<file path="config.mk">
export PLATFORM = sky130hd
export DESIGN_NAME = norm32_pipe
export DESIGN_NICKNAME = d
export VERILOG_FILES = /design/src/rtl/norm32_pipe.sv
export SDC_FILE = /design/constraint.sdc
export NUM_CORES = 1
export LEC_CHECK = 0
export CAP_MARGIN = 20
export CORE_MARGIN = 1
export CORE_UTILIZATION = 35
export CTS_CLUSTER_DIAMETER = 200
export DETAILED_ROUTE_END_ITERATION = 7
export PLACE_DENSITY_LB_ADDON = 0.25
export SYNTH_ARGS = -nofsm -noshare
export SYNTH_HDL_FRONTEND = slang
export SYNTH_SLANG_ARGS = --single-unit
</file>
<file path="constraint.sdc">
create_clock -name clk -period 8.11 [get_ports clk]
set_input_delay 1.622 -clock clk [delete_from_list [all_inputs] [get_ports clk]]
set_output_delay 1.622 -clock clk [all_outputs]
set_load 0.01 [all_outputs]
</file>
<file path="src/rtl/norm32_pipe.sv">
// Two-stage mantissa normalizer: S1 counts leading zeros, S2 shifts and adjusts the exponent.
// Valid/ready handshake on both sides with full-throughput skid-free pipeline advance.
module norm32_pipe (
   input  logic        clk,
   input  logic        rst_n,
   input  logic        in_valid,
   output logic        in_ready,
   input  logic [31:0] in_data,
   input  logic [7:0]  in_exp,
   output logic        out_valid,
   input  logic        out_ready,
   output logic [31:0] out_data,
   output logic [7:0]  out_exp,
   output logic [5:0]  out_lz,
   output logic        out_zero,
   output logic        out_uflow
);

   logic        s1_valid;
   logic [31:0] s1_data;
   logic [7:0]  s1_exp;
   logic [5:0]  s1_lz;
   logic        s1_zero;

   logic        s1_adv;
   logic        s2_adv;
   logic [5:0]  lz_c;
   logic [31:0] s2_data_d;
   logic [7:0]  s2_exp_d;
   logic        s2_uflow_d;

   assign s2_adv   = !out_valid || out_ready;
   assign s1_adv   = !s1_valid || s2_adv;
   assign in_ready = s1_adv;

   // Highest set bit wins; an all-zero word keeps the default of 32.
   always_comb begin
      lz_c = 6'd32;
      for (int i = 0; i < 32; i++) begin
         if (in_data[i]) lz_c = 6'(31 - i);
      end
   end

   // Shift is clamped to the exponent so the result never goes below exponent 0.
   always_comb begin
      s2_data_d  = '0;
      s2_exp_d   = '0;
      s2_uflow_d = 1'b0;
      if (!s1_zero) begin
         if ({2'b00, s1_lz} <= s1_exp) begin
            s2_data_d = s1_data << s1_lz;
            s2_exp_d  = s1_exp - {2'b00, s1_lz};
         end else begin
            s2_data_d  = s1_data << s1_exp;
            s2_uflow_d = 1'b1;
         end
      end
   end

   always_ff @(posedge clk or negedge rst_n) begin
      if (!rst_n) begin
         s1_valid <= 1'b0;
         s1_data  <= '0;
         s1_exp   <= '0;
         s1_lz    <= '0;
         s1_zero  <= 1'b0;
      end else if (s1_adv) begin
         s1_valid <= in_valid;
         if (in_valid) begin
            s1_data <= in_data;
            s1_exp  <= in_exp;
            s1_lz   <= lz_c;
            s1_zero <= (in_data == 32'd0);
         end
      end
   end

   always_ff @(posedge clk or negedge rst_n) begin
      if (!rst_n) begin
         out_valid <= 1'b0;
         out_data  <= '0;
         out_exp   <= '0;
         out_lz    <= '0;
         out_zero  <= 1'b0;
         out_uflow <= 1'b0;
      end else if (s2_adv) begin
         out_valid <= s1_valid;
         if (s1_valid) begin
            out_data  <= s2_data_d;
            out_exp   <= s2_exp_d;
            out_lz    <= s1_lz;
            out_zero  <= s1_zero;
            out_uflow <= s2_uflow_d;
         end
      end
   end

endmodule
</file>
==> impl_metrics.py, run 1 <==
metrics = {
    "clock_network": {
        "path_clk_slew_ns": 0.07,
        "cts_buffers": 9,
        "cts.htree.levels": 3,
        "cts_tree": "yes",
        "clock_latency_ns": 0.36,
        "cts_hold_buf": 0,
        "cts_num_sinks": 97,
        "clockBufferDepth": 2,
        "cts_resized": 0,
        "clockRootBuffer": "clkbuf_16",
        "post_cts_buffers": 0,
    },
    "die": {
        "core_area_mm2": 0.0175,
        "fp.dieW_um": 137,
        "fp.dieH_um": 137,
        "rows": 48,
        "initial_utilization": 0.363,
        "fp.dieArea_mm2": 0.0187,
        "ios": 94,
    },
    "logic_synthesis": {
        "yosysWarnings": 0,
        "synthFlopType": "dfrtp_1",
        "synth_top_area_share": 0.382,
        "syn_area_per_cell_um2": 8.26,
        "syn_area_mm2": 0.00635,
        "synth_edf_count": 0,
        "netlist_instances": 768,
        "synth_largest_area_cell": "dfrtp_1",
        "ys_ff_latch": 97,
        "synth.distinct_cells": 74,
        "async_reset_ff_frac": 1.00,
        "synth_fp_nets": 819,
        "synth.area.top_cells": "dfrtp_1 38%, nand2_1 13%, o21ai_0 3.6%",
        "synthTopCellsByCount": "216 x nand2_1, 97 x dfrtp_1, 46 x o21ai_0",
        "yosysMostFrequentCell": "nand2_1",
        "synth_sequential_area_ratio": 0.382,
    },
    "drt": {
        "drt_wl_total_um": 20300,
        "drt_first_pass_iters": 6,
        "num_vias": 6178,
        "ant_nets": 0,
        "wl_per_cell_um": 19.1,
        "vias_per_cell": 5.81,
        "drc": 0,
        "drtIter0Drc": 699,
    },
    "setup_path": {
        "rr_endpoint": "out_data[21]",
        "worstSetupPathType": "flop to flop",
        "crit_path_max_incr_delay_ns": 0.92,
        "start_kind": "flop",
        "ff2ff_setup_slack_ns": 2.80,
        "crit_path_frequent_cell": "and3_1",
        "critPathTopFamily": "compound AO/OA/AOI/OAI gates",
        "critPathArrivalTime_ns": 5.56,
        "crit_chain": "clkinv_1 > ha_1 > and3_1 > a21boi_2 > nand2_1 > a311oi_1 > mux2_1 > a22oi_1 > and3_1 > a211o_1",
        "crit_slowest_cell": "a311oi_1",
        "path_buf_inv": 1,
        "critPathMaxFanout": 23,
        "cp_data_required_time_ns": 8.35,
        "r2r_start": "s1_lz[2]",
        "endpoint_kind": "flop",
        "ff2ff_path_depth": 10,
    },
    "place": {
        "dpl.hpwl_um": 15100,
        "pre_cts_ws_ns": 3.00,
        "gp_congestion": 0.942,
        "portBuffers": 93,
        "place_area_mm2": 0.00741,
    },
    "cells_and_area": {
        "layout-drive-gt1-share": 0.0691,
        "finalInstanceArea_mm2": 0.00773,
        "area_delta_synth_final_pct": 21.7,
        "multi_input_area_mm2": 0.00365,
        "num_antenna_cells": 0,
        "fillers": 1770,
        "fin_nets": 886,
        "seq_area_mm2": 0.00243,
    },
    "outcome": {
        "status": "complete, no violations",
    },
    "timing": {
        "fmax_mhz": 188,
        "period_needed_ns": 5.31,
        "maxSlewHeadroom": 0.332,
        "fin_tns_setup_ns": 0,
        "slew_violations": 0,
        "worst_slack_ns": 2.80,
        "max_slew.worst_pin.slew_ns": 1.00,
        "hold_violations": 0,
        "skew_ns": 0.00934,
        "rsz0062_at_grt": "false",
        "period_share": 0.655,
        "setup_viol": 0,
    },
    "worst_hold_path": {
        "whs_path_depth": 2,
        "hp-class": "flop to flop",
        "min_to": "out_exp[1]",
        "hold_path_startpoint": "out_exp[1]",
    },
    "power_and_ir_drop": {
        "ir_worst_vdd_mv": 0.154,
        "p_leak_nw": 3.22,
        "power-per-cell-area_mw_per_mm2": 267,
    },
    "job": {
        "cap_viol_max_count": 0,
    },
    "global_route": {
        "grt-ovfl-total": 0,
        "grt_max_degree": 74,
        "grt_first_pass_wirelength_um": 32900,
        "antenna_found_initial": 0,
        "grt_pass1_vias": 5775,
        "grtUsageTotal": 0.232,
    },
}
stage by stage:
stage	util	std cells	power [mW]	hold WS (ns)
after floorplan	-	768	1.21	0.445
after global placement	0.424	1049	1.59	0.463
after detailed placement	0.424	1049	1.60	0.468
after CTS	0.442	1064	2.06	0.484
after global routing	0.442	1064	2.18	0.501
final	0.442	1064	2.06	0.479
placed cells by master (no fill, tap or decap), types with 4 or more instances in the layout:
| master | instances |
|---|---|
| a22oi_1 | 16 |
| o21ai_1 | 4 |
| a221o_1 | 7 |
| dfrtp_1 | 97 |
| a21oi_1 | 39 |
| and3_1 | 8 |
| mux4_2 | 4 |
| ha_1 | 6 |
| buf_4 | 9 |
| o31ai_1 | 7 |
| o21a_1 | 4 |
| mux2i_1 | 20 |
| a311oi_1 | 15 |
| nor2_1 | 32 |
| inv_1 | 16 |
| nand2b_1 | 6 |
| clkbuf_16 | 9 |
| xnor2_1 | 4 |
| and2_1 | 7 |
| a221oi_1 | 9 |
| a22o_1 | 13 |
| nor4_1 | 8 |
| nand2_2 | 4 |
| a211oi_1 | 25 |
| nor3_1 | 14 |
| o221ai_1 | 7 |
| nand3_1 | 15 |
| o21ai_0 | 46 |
| mux2_2 | 7 |
| clkdlybuf4s50_1 | 92 |
| nand2_1 | 215 |
worst register-to-register path, stage by stage, from the launching register on:
cell and delay, ns:
dfrtp_1 0.65, clkinv_1 0.62, ha_1 0.57, and3_1 0.23
a21boi_2 0.75, nand2_1 0.61, a311oi_1 0.93, mux2_1 0.24
a22oi_1 0.10, and3_1 0.25, a211o_1 0.26
per-layer routing:
metal / track usage / up-vias / share of wire
li1: - / 2953 / -
met1: 0.337 / 2924 / 0.47
met2: 0.332 / 258 / 0.42
met3: 0.0456 / 43 / 0.076
met4: 0.0951 / 0 / 0.030
met5: 0 / - / 0
flip-flops by register name, indices dropped and copies added (netlist names):
signal / count
s1_exp: 8
s1_data: 32
out_exp: 8
out_zero: 1
out_valid: 1
out_data: 32
s1_lz: 6
out_lz: 6
out_uflow: 1
s1_zero: 1
s1_valid: 1
how the worst max path moves through the flow:
stage                     startpoint            to  slack, ns  cells after the start
after floorplan             s1_lz[2]  out_data[26]       4.61                     13
after global placement      s1_lz[2]  out_data[30]       3.22                     10
after detailed placement    s1_lz[2]  out_data[30]       3.00                     10
after CTS                   s1_lz[2]  out_data[30]       2.99                     10
after global routing        s1_lz[2]  out_data[30]       2.40                     10
final                       s1_lz[2]  out_data[21]       2.80                     10
logic make-up after synthesis:
group,synth area share
buf+inv,0.0434
compound gates,0.273
flops,0.382
fa+ha+maj,0.0150
xor+xnor,0.00690
mux,0.0599
simple gates,0.219
where the power goes:
| group | internal [mW] | leakage (nW) | switching (mW) |
|---|---|---|---|
| clock | 0.270 | 0.152 | 0.192 |
| sequential | 0.599 | 1.22 | 0.109 |
| combinational | 0.404 | 1.85 | 0.486 |
area by class of cell:
type	instances	share of cell area
clock buffer	9	0.0291
clock inverter	6	0.0117
inverter	18	0.00874
multi-input combinational	608	0.472
sequential	97	0.314
tap	225	0.0364
timing repair buffer	101	0.128
(Power assumes the default switching activity.)
==> inputs of run 2 (changes only) <==
==> constraint.sdc (replaced) <==
create_clock -name clk -period 4.36 [get_ports clk]
set_input_delay 0.872 -clock clk [delete_from_list [all_inputs] [get_ports clk]]
set_output_delay 0.872 -clock clk [all_outputs]
set_load 0.01 [all_outputs]
==> impl_metrics.py, run 2 (same netlist as run 1, synthesis figures left out) <==
metrics = {
    "outcome": {
        "status": "complete, no violations",
    },
    "setup_path": {
        "start_kind": "flop",
        "crit_path_max_incr_delay_ns": 0.61,
        "ff2ff_setup_slack_ns": 0.50,
        "critPathArrivalTime_ns": 4.11,
        "r2r_start": "s1_lz[0]",
        "ff2ff_path_depth": 11,
        "crit_slowest_cell": "a221oi_1",
        "cp_data_required_time_ns": 4.61,
        "worstSetupPathType": "flop to flop",
        "crit_chain": "ha_1 > inv_1 > fa_1 > a21oi_2 > o22ai_2 > o21ai_1 > nand2_2 > mux2_2 > a221oi_1 > o21ai_0 > a211o_1",
        "critPathMaxFanout": 19,
        "rr_endpoint": "out_data[21]",
        "endpoint_kind": "flop",
        "critical_path.startpoint": "s1_lz[0]",
    },
    "place": {
        "portBuffers": 93,
        "dpl.hpwl_um": 16300,
        "place_area_mm2": 0.00761,
        "pre_cts_ws_ns": 0.590,
        "gp_congestion": 0.929,
    },
    "cells_and_area": {
        "area_delta_synth_final_pct": 24.3,
        "layout-drive-gt1-share": 0.0982,
        "top_regs": "out_data: 32 flops, s1_data: 32 flops",
        "fillers": 1799,
        "num_antenna_cells": 0,
        "fin_nets": 912,
        "final_common_cell": "nand2_1",
        "final_cell_mix": "215 x nand2_1, 97 x dfrtp_1, 92 x clkdlybuf4s50_1, 46 x o21ai_0, 39 x a21oi_1",
        "finalInstanceArea_mm2": 0.00789,
    },
    "die": {
        "fp.dieW_um": 137,
        "core_area_mm2": 0.0175,
        "initial_utilization": 0.363,
        "fp.dieH_um": 137,
        "fp.dieArea_mm2": 0.0187,
        "rows": 48,
        "ios": 94,
    },
    "clock_network": {
        "clockBufferDepth": 2,
        "cts_tree": "yes",
        "cts_resized": 0,
        "cts_buffers": 9,
        "cts.htree.levels": 3,
        "clock_latency_ns": 0.36,
        "cts_hold_buf": 0,
        "clockRootBuffer": "clkbuf_16",
        "post_cts_buffers": 0,
        "path_clk_slew_ns": 0.07,
        "cts_num_sinks": 97,
    },
    "timing": {
        "hold_violations": 0,
        "fmax_mhz": 259,
        "period_needed_ns": 3.86,
        "whs_ns": 0.477,
        "setup_viol": 0,
        "slew_violations": 0,
        "period_share": 0.886,
        "max_slew.worst_pin.slew_ns": 1.00,
        "worst_slack_ns": 0.497,
        "skew_ns": 0.0110,
        "rsz0062_at_grt": "false",
        "fin_tns_setup_ns": 0,
        "maxSlewHeadroom": 0.332,
    },
    "power_and_ir_drop": {
        "p_leak_nw": 3.32,
        "clkPwrFrac": 0.199,
        "p_sw_mw": 1.51,
        "ir_worst_vdd_mv": 0.259,
        "p_total_mw": 3.81,
        "power_frac_comb": 0.458,
        "sw_frac_of_total": 0.395,
        "seq_power_share": 0.343,
        "p_int_mw": 2.31,
        "power-per-cell-area_mw_per_mm2": 483,
    },
    "drt": {
        "drt_first_pass_iters": 5,
        "ant_nets": 0,
        "drtIter0Drc": 625,
        "dr_wl_met2_um": 9190,
        "wl_met1_um": 10200,
        "dr_wl_met3_um": 1320,
        "drc": 0,
        "wl_per_cell_um": 19.5,
        "num_vias": 6339,
        "drt_wl_total_um": 21300,
        "vias_per_cell": 5.81,
        "topRoutingLayerUsed": "met4",
    },
    "worst_hold_path": {
        "min_to": "out_exp[3]",
        "hold_path_startpoint": "out_exp[3]",
        "whs_path_depth": 2,
        "hp-class": "flop to flop",
    },
    "global_route": {
        "grt_first_pass_wirelength_um": 34200,
        "grt_max_degree": 76,
        "antenna_found_initial": 0,
        "grt-ovfl-total": 0,
        "grtUsageTotal": 0.240,
        "grt_pass1_vias": 5969,
    },
    "job": {
        "cap_viol_max_count": 0,
    },
}
[run 2: cell types whose count changed in the layout (fill, tap and decap cells not counted)]
| cell | delta |
|---|---|
| buf_4 | +26 |
| bufinv_16 | -2 |
| clkinvlp_4 | +2 |
| clkinv_4 | +1 |
[run 2: layout make-up]
cell class	count	area [um^2]	area share
Clock buffer	9	225	0.0286
Clock inverter	7	53.8	0.00682
Inverter	18	67.6	0.00857
Multi-Input combinational cell	608	3650	0.462
Sequential cell	97	2430	0.308
Tap cell	225	282	0.0357
Timing Repair Buffer	127	1180	0.150
[run 2: worst max path at each step]
stage	end	slack, ns	cells past startpoint
3_5_place_dp	out_data[28]	0.59	12
6_report	out_data[21]	0.50	11
2_1_floorplan	out_data[26]	0.86	13
5_1_grt	out_data[30]	0.29	13
3_3_place_gp	out_data[28]	0.71	13
4_1_cts	out_data[28]	0.58	12
[run 2: power by group through the flow]
stage / clock network (mW) / logic (mW) / registers, mW
after global routing: 0.810 / 1.89 / 1.34
final: 0.759 / 1.74 / 1.31
after CTS: 0.775 / 1.72 / 1.31
after global placement: 0 / 1.71 / 1.32
after detailed placement: 0 / 1.72 / 1.33
after floorplan: 0 / 0.917 / 1.34
[run 2: worst max-delay path, delay by kind of cell (launching register included)]
family | cells | cell delay [ns]
DFF | 1 | 0.44
adders and majority gates | 2 | 0.62
buffers and inverters | 1 | 0.06
AOI/OAI and AO/OA | 6 | 1.84
and+or+nand+nor | 1 | 0.39
muxes | 1 | 0.39
[run 2: metal layers]
metal | vias up | GRT usage
li1 | 3008 | -
met5 | - | 0
met4 | 0 | 0.0901
met2 | 254 | 0.356
met1 | 3037 | 0.344
met3 | 40 | 0.0419
[run 2: stage by stage]
| step | utilization | std cells |
|---|---|---|
| 2_1_floorplan | - | 768 |
| 3_3_place_gp | 0.435 | 1075 |
| 3_5_place_dp | 0.435 | 1075 |
| 4_1_cts | 0.451 | 1091 |
| 5_1_grt | 0.451 | 1091 |
| 6_report | 0.451 | 1091 |
